### src/rtl/wb_gpio_bank_pkg.sv
// wb_gpio_pkg: shared definitions for the wb_gpio_bank GPIO block.
//   - byte offsets of the register map
//   - reg_idx_e: register index as decoded from wbs_adr_i[4:2]
//   - sel_mask(): expands a 4-bit Wishbone byte select into a 32-bit bit mask
package wb_gpio_pkg;

  localparam logic [7:0] OFF_DATA_IN  = 8'h00;
  localparam logic [7:0] OFF_DATA_OUT = 8'h04;
  localparam logic [7:0] OFF_OE       = 8'h08;
  localparam logic [7:0] OFF_IRQ_EN   = 8'h0C;
  localparam logic [7:0] OFF_IRQ_POL  = 8'h10;
  localparam logic [7:0] OFF_IRQ_STAT = 8'h14;

  // Word index of each register (offset >> 2); indices 6 and 7 are unmapped.
  typedef enum logic [2:0] {
    REG_DATA_IN  = 3'd0,
    REG_DATA_OUT = 3'd1,
    REG_OE       = 3'd2,
    REG_IRQ_EN   = 3'd3,
    REG_IRQ_POL  = 3'd4,
    REG_IRQ_STAT = 3'd5
  } reg_idx_e;

  function automatic logic [31:0] sel_mask(input logic [3:0] sel);
    logic [31:0] m;
    for (int unsigned i = 0; i < 4; i++) begin
      m[i*8 +: 8] = {8{sel[i]}};
    end
    return m;
  endfunction

endpackage

### src/rtl/wb_gpio_bank_sync.sv
// gpio_sync: SYNC_STAGES-deep flop chain bringing asynchronous pad inputs
// into the clk domain.
//   clk, rst_n : clock, asynchronous active-low reset (chain clears to 0)
//   d          : asynchronous input bus, WIDTH bits
//   q          : synchronized output (last stage)
module gpio_sync #(
  parameter int unsigned WIDTH       = 16,
  parameter int unsigned SYNC_STAGES = 2
) (
  input  logic             clk,
  input  logic             rst_n,
  input  logic [WIDTH-1:0] d,
  output logic [WIDTH-1:0] q
);

  logic [SYNC_STAGES-1:0][WIDTH-1:0] stage_q, stage_d;

  // Stage 0 captures the pad; each later stage takes its predecessor.
  always_comb begin
    stage_d = {stage_q[SYNC_STAGES-2:0], d};
  end

  always_ff @(posedge clk or negedge rst_n) begin
    if (!rst_n) stage_q <= '0;
    else        stage_q <= stage_d;
  end

  assign q = stage_q[SYNC_STAGES-1];

endmodule

### src/rtl/wb_gpio_bank.sv
// wb_gpio_bank: Wishbone classic GPIO bank with optional edge interrupts.
//   wb_clk_i / wb_rst_ni : clock, asynchronous active-low reset
//   wbs_*                : Wishbone classic slave (one-cycle registered ack)
//   io_in                : asynchronous pad inputs (synchronized internally)
//   io_out / io_oeb      : pad output values / active-low output enables
//   irq                  : level interrupt, OR of IRQ_STAT bits
// Register map (adr[4:2]): DATA_IN RO, DATA_OUT, OE, IRQ_EN, IRQ_POL,
// IRQ_STAT (W1C); other offsets read 0.
// Build option: define GPIO_IRQ_EN to include the interrupt logic; without it
// the IRQ registers read 0, ignore writes and irq is tied low.
module wb_gpio_bank
  import wb_gpio_pkg::*;
#(
  parameter int unsigned WIDTH       = 16,
  parameter int unsigned SYNC_STAGES = 2
) (
  input  logic             wb_clk_i,
  input  logic             wb_rst_ni,
  input  logic             wbs_cyc_i,
  input  logic             wbs_stb_i,
  input  logic             wbs_we_i,
  input  logic [3:0]       wbs_sel_i,
  input  logic [31:0]      wbs_adr_i,
  input  logic [31:0]      wbs_dat_i,
  output logic             wbs_ack_o,
  output logic [31:0]      wbs_dat_o,
  input  logic [WIDTH-1:0] io_in,
  output logic [WIDTH-1:0] io_out,
  output logic [WIDTH-1:0] io_oeb,
  output logic             irq
);

  function automatic logic [31:0] widen(input logic [WIDTH-1:0] v);
    logic [31:0] r;
    r            = '0;
    r[WIDTH-1:0] = v;
    return r;
  endfunction

  logic [WIDTH-1:0] sync_in;

  gpio_sync #(
    .WIDTH      (WIDTH),
    .SYNC_STAGES(SYNC_STAGES)
  ) u_sync (
    .clk  (wb_clk_i),
    .rst_n(wb_rst_ni),
    .d    (io_in),
    .q    (sync_in)
  );

  // ---------------------------------------------------------------- bus side
  logic             ack_q, ack_d;
  logic [31:0]      dat_q, dat_d;
  logic [WIDTH-1:0] out_q, out_d;
  logic [WIDTH-1:0] oe_q, oe_d;
  logic             access, wr;
  reg_idx_e         idx;
  logic [31:0]      lane_mask;
  logic [WIDTH-1:0] wmask, wdata;
  logic [WIDTH-1:0] irq_en, irq_pol, irq_stat;
  logic [31:0]      rd_data;

  // A new access is accepted only while ack is low, so held strobes ack
  // every second cycle.
  assign access    = wbs_cyc_i & wbs_stb_i & ~ack_q;
  assign wr        = access & wbs_we_i;
  assign idx       = reg_idx_e'(wbs_adr_i[4:2]);
  assign lane_mask = sel_mask(wbs_sel_i);
  assign wmask     = lane_mask[WIDTH-1:0];
  assign wdata     = wbs_dat_i[WIDTH-1:0];

  always_comb begin
    rd_data = '0;
    case (idx)
      REG_DATA_IN:  rd_data = widen(sync_in);
      REG_DATA_OUT: rd_data = widen(out_q);
      REG_OE:       rd_data = widen(oe_q);
      REG_IRQ_EN:   rd_data = widen(irq_en);
      REG_IRQ_POL:  rd_data = widen(irq_pol);
      REG_IRQ_STAT: rd_data = widen(irq_stat);
      default:      rd_data = '0;
    endcase
  end

  always_comb begin
    ack_d = access;
    dat_d = access ? rd_data : '0;
    out_d = out_q;
    oe_d  = oe_q;
    if (wr && idx == REG_DATA_OUT) out_d = (out_q & ~wmask) | (wdata & wmask);
    if (wr && idx == REG_OE)       oe_d  = (oe_q  & ~wmask) | (wdata & wmask);
  end

  always_ff @(posedge wb_clk_i or negedge wb_rst_ni) begin
    if (!wb_rst_ni) begin
      ack_q <= 1'b0;
      dat_q <= '0;
      out_q <= '0;
      oe_q  <= '0;
    end else begin
      ack_q <= ack_d;
      dat_q <= dat_d;
      out_q <= out_d;
      oe_q  <= oe_d;
    end
  end

  assign wbs_ack_o = ack_q;
  assign wbs_dat_o = dat_q;
  assign io_out    = out_q;
  assign io_oeb    = ~oe_q;

  // ---------------------------------------------------------- interrupt side
`ifdef GPIO_IRQ_EN
  localparam logic [2:0] SETTLE_CYCLES = 3'(SYNC_STAGES + 1);

  logic [WIDTH-1:0] en_q, en_d, pol_q, pol_d, stat_q, stat_d, prev_q, prev_d;
  logic [WIDTH-1:0] clr, rise, fall, hit;
  logic [2:0]       settle_q, settle_d;
  logic             settled;

  // Edges are ignored until the synchronizer and delayed copy have flushed
  // the reset zeros, so pins high at reset release raise nothing.
  assign settled = (settle_q == SETTLE_CYCLES);

  always_comb begin
    en_d     = en_q;
    pol_d    = pol_q;
    prev_d   = sync_in;
    settle_d = settled ? settle_q : settle_q + 3'd1;
    if (wr && idx == REG_IRQ_EN)  en_d  = (en_q  & ~wmask) | (wdata & wmask);
    if (wr && idx == REG_IRQ_POL) pol_d = (pol_q & ~wmask) | (wdata & wmask);
    clr  = (wr && idx == REG_IRQ_STAT) ? (wdata & wmask) : '0;
    rise = sync_in & ~prev_q;
    fall = ~sync_in & prev_q;
    hit  = ((pol_q & rise) | (~pol_q & fall)) & en_q;
    if (!settled) hit = '0;
    // Set applied after clear: a hardware edge wins over a same-cycle W1C.
    stat_d = (stat_q & ~clr) | hit;
  end

  always_ff @(posedge wb_clk_i or negedge wb_rst_ni) begin
    if (!wb_rst_ni) begin
      en_q     <= '0;
      pol_q    <= '0;
      stat_q   <= '0;
      prev_q   <= '0;
      settle_q <= '0;
    end else begin
      en_q     <= en_d;
      pol_q    <= pol_d;
      stat_q   <= stat_d;
      prev_q   <= prev_d;
      settle_q <= settle_d;
    end
  end

  assign irq_en   = en_q;
  assign irq_pol  = pol_q;
  assign irq_stat = stat_q;
  assign irq      = |stat_q;
`else
  assign irq_en   = '0;
  assign irq_pol  = '0;
  assign irq_stat = '0;
  assign irq      = 1'b0;
`endif

  // Address/data bits outside the decoded range are intentionally ignored.
  logic unused_bits;
  assign unused_bits = ^{wbs_adr_i[31:5], wbs_adr_i[1:0], wbs_dat_i, lane_mask};

endmodule
### config.mk
export PLATFORM = sky130hd
export DESIGN_NAME = wb_gpio_bank
export DESIGN_NICKNAME = d
export VERILOG_FILES = /design/src/rtl/wb_gpio_bank_pkg.sv /design/src/rtl/wb_gpio_bank_sync.sv /design/src/rtl/wb_gpio_bank.sv
export SDC_FILE = /design/constraint.sdc
export NUM_CORES = 1
export LEC_CHECK = 0
export ABC_AREA = 1
export CAP_MARGIN = 20
export CORE_ASPECT_RATIO = 1.5
export CORE_MARGIN = 2
export CORE_UTILIZATION = 35
export CTS_BUF_LIST = sky130_fd_sc_hd__clkbuf_8
export CTS_CLUSTER_SIZE = 24
export DETAILED_ROUTE_END_ITERATION = 6
export PLACE_DENSITY_LB_ADDON = 0.2
export SETUP_SLACK_MARGIN = 0.5
export SLEW_MARGIN = 5
export SYNTH_ARGS = -nofsm -noshare
export SYNTH_HDL_FRONTEND = slang
export SYNTH_SLANG_ARGS = --single-unit
### constraint.sdc
create_clock -name wb_clk_i -period 2.3 [get_ports wb_clk_i]
set_input_delay 0.46 -clock wb_clk_i [delete_from_list [all_inputs] [get_ports wb_clk_i]]
set_output_delay 0.46 -clock wb_clk_i [all_outputs]
set_load 0.03 [all_outputs]
-- Word-level counts from Yosys, hierarchy flattened
Cells that the tools add are included.
- bits in registers: 97
- bits in latches: 0
- RAM bits: 0
- ROM bits: 0
- logic and storage cells: 24
- memories kept: 0
- add/subtract/negate cells: 0
- multipliers: 0
- divide/modulo/power cells: 0
- magnitude comparators: 0
- equality and inequality tests: 2
- shifts and indexed selects: 0
- muxes and demuxes: 2
- bitwise gates (word level): 11
- reductions and logical operators: 3
- operators with widths (kind ; count):
    bitwise AND 16 bit ; 3
    one-hot mux 16 bit (3 select lines) ; 1
    two-way mux 32 bit ; 1
    NOT 16 bit ; 2
    OR 16 bit ; 2
    bitwise AND 1 bit ; 3
    equality test 3 x 1 -> 1 bit, second input constant ; 1
    equality test 3 x 2 -> 1 bit, second input constant ; 1
    logical NOT 3 bit ; 1
    logical AND 1 bit ; 2
    NOT 1 bit ; 1

-- Depth between registers and ports, before layout
- word-level depth: 4
- gate-level depth with buffers: 9

-- Modules after synthesis
Synthesis repeated with hierarchy kept, for this count alone.
- cell total of the unflattened synthesis: 341
- area total of the unflattened synthesis: 3313.2 µm²
- modules (own cells, without submodules) (module ; instances ; cells an instance ; area an instance (µm²)):
    wb_gpio_bank ; 1 ; 309 ; 2512.4
    gpio_sync ; 1 ; 32 ; 800.8

-- Least setup slack after synthesis
Ideal clock, no wire load.
- kind: register to register
- start: register ack_q (netlist: wbs_ack_o)
- end: register with a tool-made name
- library setup time: 0.066 ns
- arrival: 1.239 ns
- data required time: 2.234 ns
- setup slack: 0.995 ns
- cell stages (with the launch flop): 7
- path buffers: 1
- clock period less this slack: 1.305 ns
- path through: dfrtp_1 inv_1 nand3_1 nor2_4 buf_2 nand4_1 nand2_1
- RTL lines (what ; RTL line ; source):
    start: declaration ; wb_gpio_bank.sv:53 ; logic ack_q, ack_d;
    start signal: assignment ; wb_gpio_bank.sv:102 ; ack_q <= ack_d;

==> results_dict.tcl <==
set metrics [dict create \
    outcome "finished clean" \
    max_stage_delay_ps 410 \
    cp_cell_sequence "inv_1, dlygate4sd2_1" \
    syn_avg_cell_area_um2 9.69 \
    cts-root-buf "clkbuf_8" \
    grt_usage_pct 16.7 \
    top_level_ports 155 \
    max_cap_violations 0 \
    setup_viol 0 \
    clock-sinks 81 \
    cp.arrival_ps 1210 \
    nets 531 \
    peakVddDrop_v 0.000386 \
    worst-r2r-setup-slack_ps 810 \
    globalRouteOverflowTotal 0 \
    cp-end-kind "output port" \
    r2r_cells 6 \
    path_clk_slew_ps 80 \
    firstDrtPassIters 4 \
    yosys_warnings 0 \
    synth.distinct_cells 17 \
    tightest_slew_ps 603 \
    port_buffers 90 \
    period_share_pct 72.7 \
    grt_setup_unrepaired "no" \
    min_period_ps 1670 \
    start_util_pct 35.9 \
    fmax_ghz 0.598 \
    max-clock-path-buffers 2 \
    drive_gt1_share_pct 9.87 \
    antenna_cells 0 \
    instances_no_fill 558 \
    critPathCapture "io_oeb[8]" \
    antenna_found_initial 0 \
    cts_tree "built" \
    wl_per_cell_um 14.4 \
    grt_max_degree 44 \
    cellLeakagePower_uw 0.00240 \
    tns_ps 0 \
    cp.depth 2 \
    critPathMaxFanout 3 \
    htree_levels 3 \
    fillers 895 \
    grt_pass1_vias 2593 \
    slew_viol_final 0 \
    synth_seq_cells 81 \
    cp.required_ps 1840 \
    relSlewSlack_pct 59.6 \
    vias 2604 \
    crit_family "buffers and inverters" \
    clock_skew_ps 3.29 \
    reg2reg_from "wbs_ack_o$_DFF_PN0_" \
    critPathSlowestCell "dfrtp_1" \
    critPathBufInv 2 \
    area_growth_pct 35.2 \
    place_congestion 0.771 \
    core-area_mm2 0.00920 \
    rows 43 \
    syn_area_mm2 0.00331 \
    worst_setup_path_start_kind "flop" \
    clock_latency_ps 340 \
    post-dp-hpwl_um 5690 \
    antenna_left 0 \
    yosysSeqAreaShare_pct 61.3 \
    routed_via_density 4.67 \
    drc 0 \
    hold_viol_final 0 \
    wl_um 8020 \
    initialDrtViolationCount 111 \
    powerDensity_mw_per_mm2 710 \
    grt_pass1_wl_um 13200 \
    die_y_um 123 \
    dpl.cell_count 539 \
    die_w_um 83.4 \
    dieArea_mm2 0.0103 \
    hp-class "input pin to asynchronous set/reset pin" \
    cts_buffers 9 \
    synthCells 341 \
    setup.worst_path.class "flop to output port" \
]
[cell usage after synthesis]
master	n	area share, %
buf_4	21	4.8
nor2_4	2	0.68
nand2_1	97	11
nor2_2	1	0.19
nand4_1	32	6.1
buf_6	1	0.34
buf_2	9	1.4
clkinv_1	1	0.11
clkbuf_1	4	0.45
inv_1	35	4.0
dfrtp_1	81	61
nor2_8	1	0.61
conb_1	1	0.11
nand3_1	49	7.4
inv_4	1	0.19
nand3_2	4	1.2
nand2_2	1	0.19
[how the worst min path moves through the flow]
stage,from,end,cells past startpoint
after CTS,wb_rst_ni,u_sync.stage_d[19]$_DFF_PN0_,1
after floorplan,wb_rst_ni,asynchronous set/reset pin,0
final,wb_rst_ni,u_sync.stage_d[19]$_DFF_PN0_,1
after global placement,u_sync.stage_d[31]$_DFF_PN0_,u_sync.q[15]$_DFF_PN0_,0
after global routing,wb_rst_ni,u_sync.stage_d[19]$_DFF_PN0_,1
after detailed placement,u_sync.stage_d[22]$_DFF_PN0_,u_sync.q[6]$_DFF_PN0_,0
[area by class of cell]
class                           instances  area, µm²  share of cell area [%]
Clock inverter                          4       43.8                   0.980
Multi-Input combinational cell        204        968                    21.7
Inverter                               37        141                    3.16
Tap cell                              112        140                    3.14
Sequential cell                        81       2030                    45.4
Timing Repair Buffer                  109        996                    22.3
Clock buffer                           11        151                    3.39
[layout by cell type, fill, tap and decap left out, drive strengths merged]
cell	synthesis	routed
clkdlybuf4s50	0	40
dfrtp	81	81
clkbuf	4	11
dlymetal6s2s	0	1
nor2	4	4
bufinv	0	1
dlygate4sd2	0	48
inv	36	37
conb	1	17
clkinv	1	3
nand3	53	53
buf	31	20
nand2	98	98
nand4	32	32
[repair_timing]
item                                    4_1_cts  5_1_grt
buffers inserted                              0        4
endpoints found under the setup margin       48        2
pin swaps                                     0        1
hold buffers                                  0        0
gates resized for setup                      48        1
[power breakdown]
part           internal (µW)  total (µW)  switching (µW)
Combinational            193         559             366
Clock                    548        1020             477
Sequential              1520        1590            66.4
[routing by layer]
metal | wire length, µm | share of wire (%) | vias up | GRT usage [%]
met1 | 3300 | 41 | 1251 | 19.5
met4 | 146 | 1.8 | 0 | 6.97
met2 | 4190 | 52 | 77 | 29.9
met3 | 381 | 4.8 | 9 | 3.20
met5 | 0 | 0 | - | 0
li1 | - | - | 1267 | -
[cell families after synthesis]
kind of cell	Yosys count	synth area share (%)
other	1	0.113
buffers and inverters	72	11.2
and+or+nand+nor	187	27.4
DFF	81	61.3
[per-stage QoR]
stage               total power, µW  worst slack, ps  cell area, µm²  utilization [%]  hold slack, ps
floorplan                      1940              995            3370                -             164
global placement               2220              282            4300             46.7             332
detailed placement             2230              254            4300             46.7             335
CTS                            3200              502            4440             48.2             106
global route                   3320              515            4470             48.6             137
finish                         3170              628            4470             48.6             106
Power figures use the tool's default switching activity.
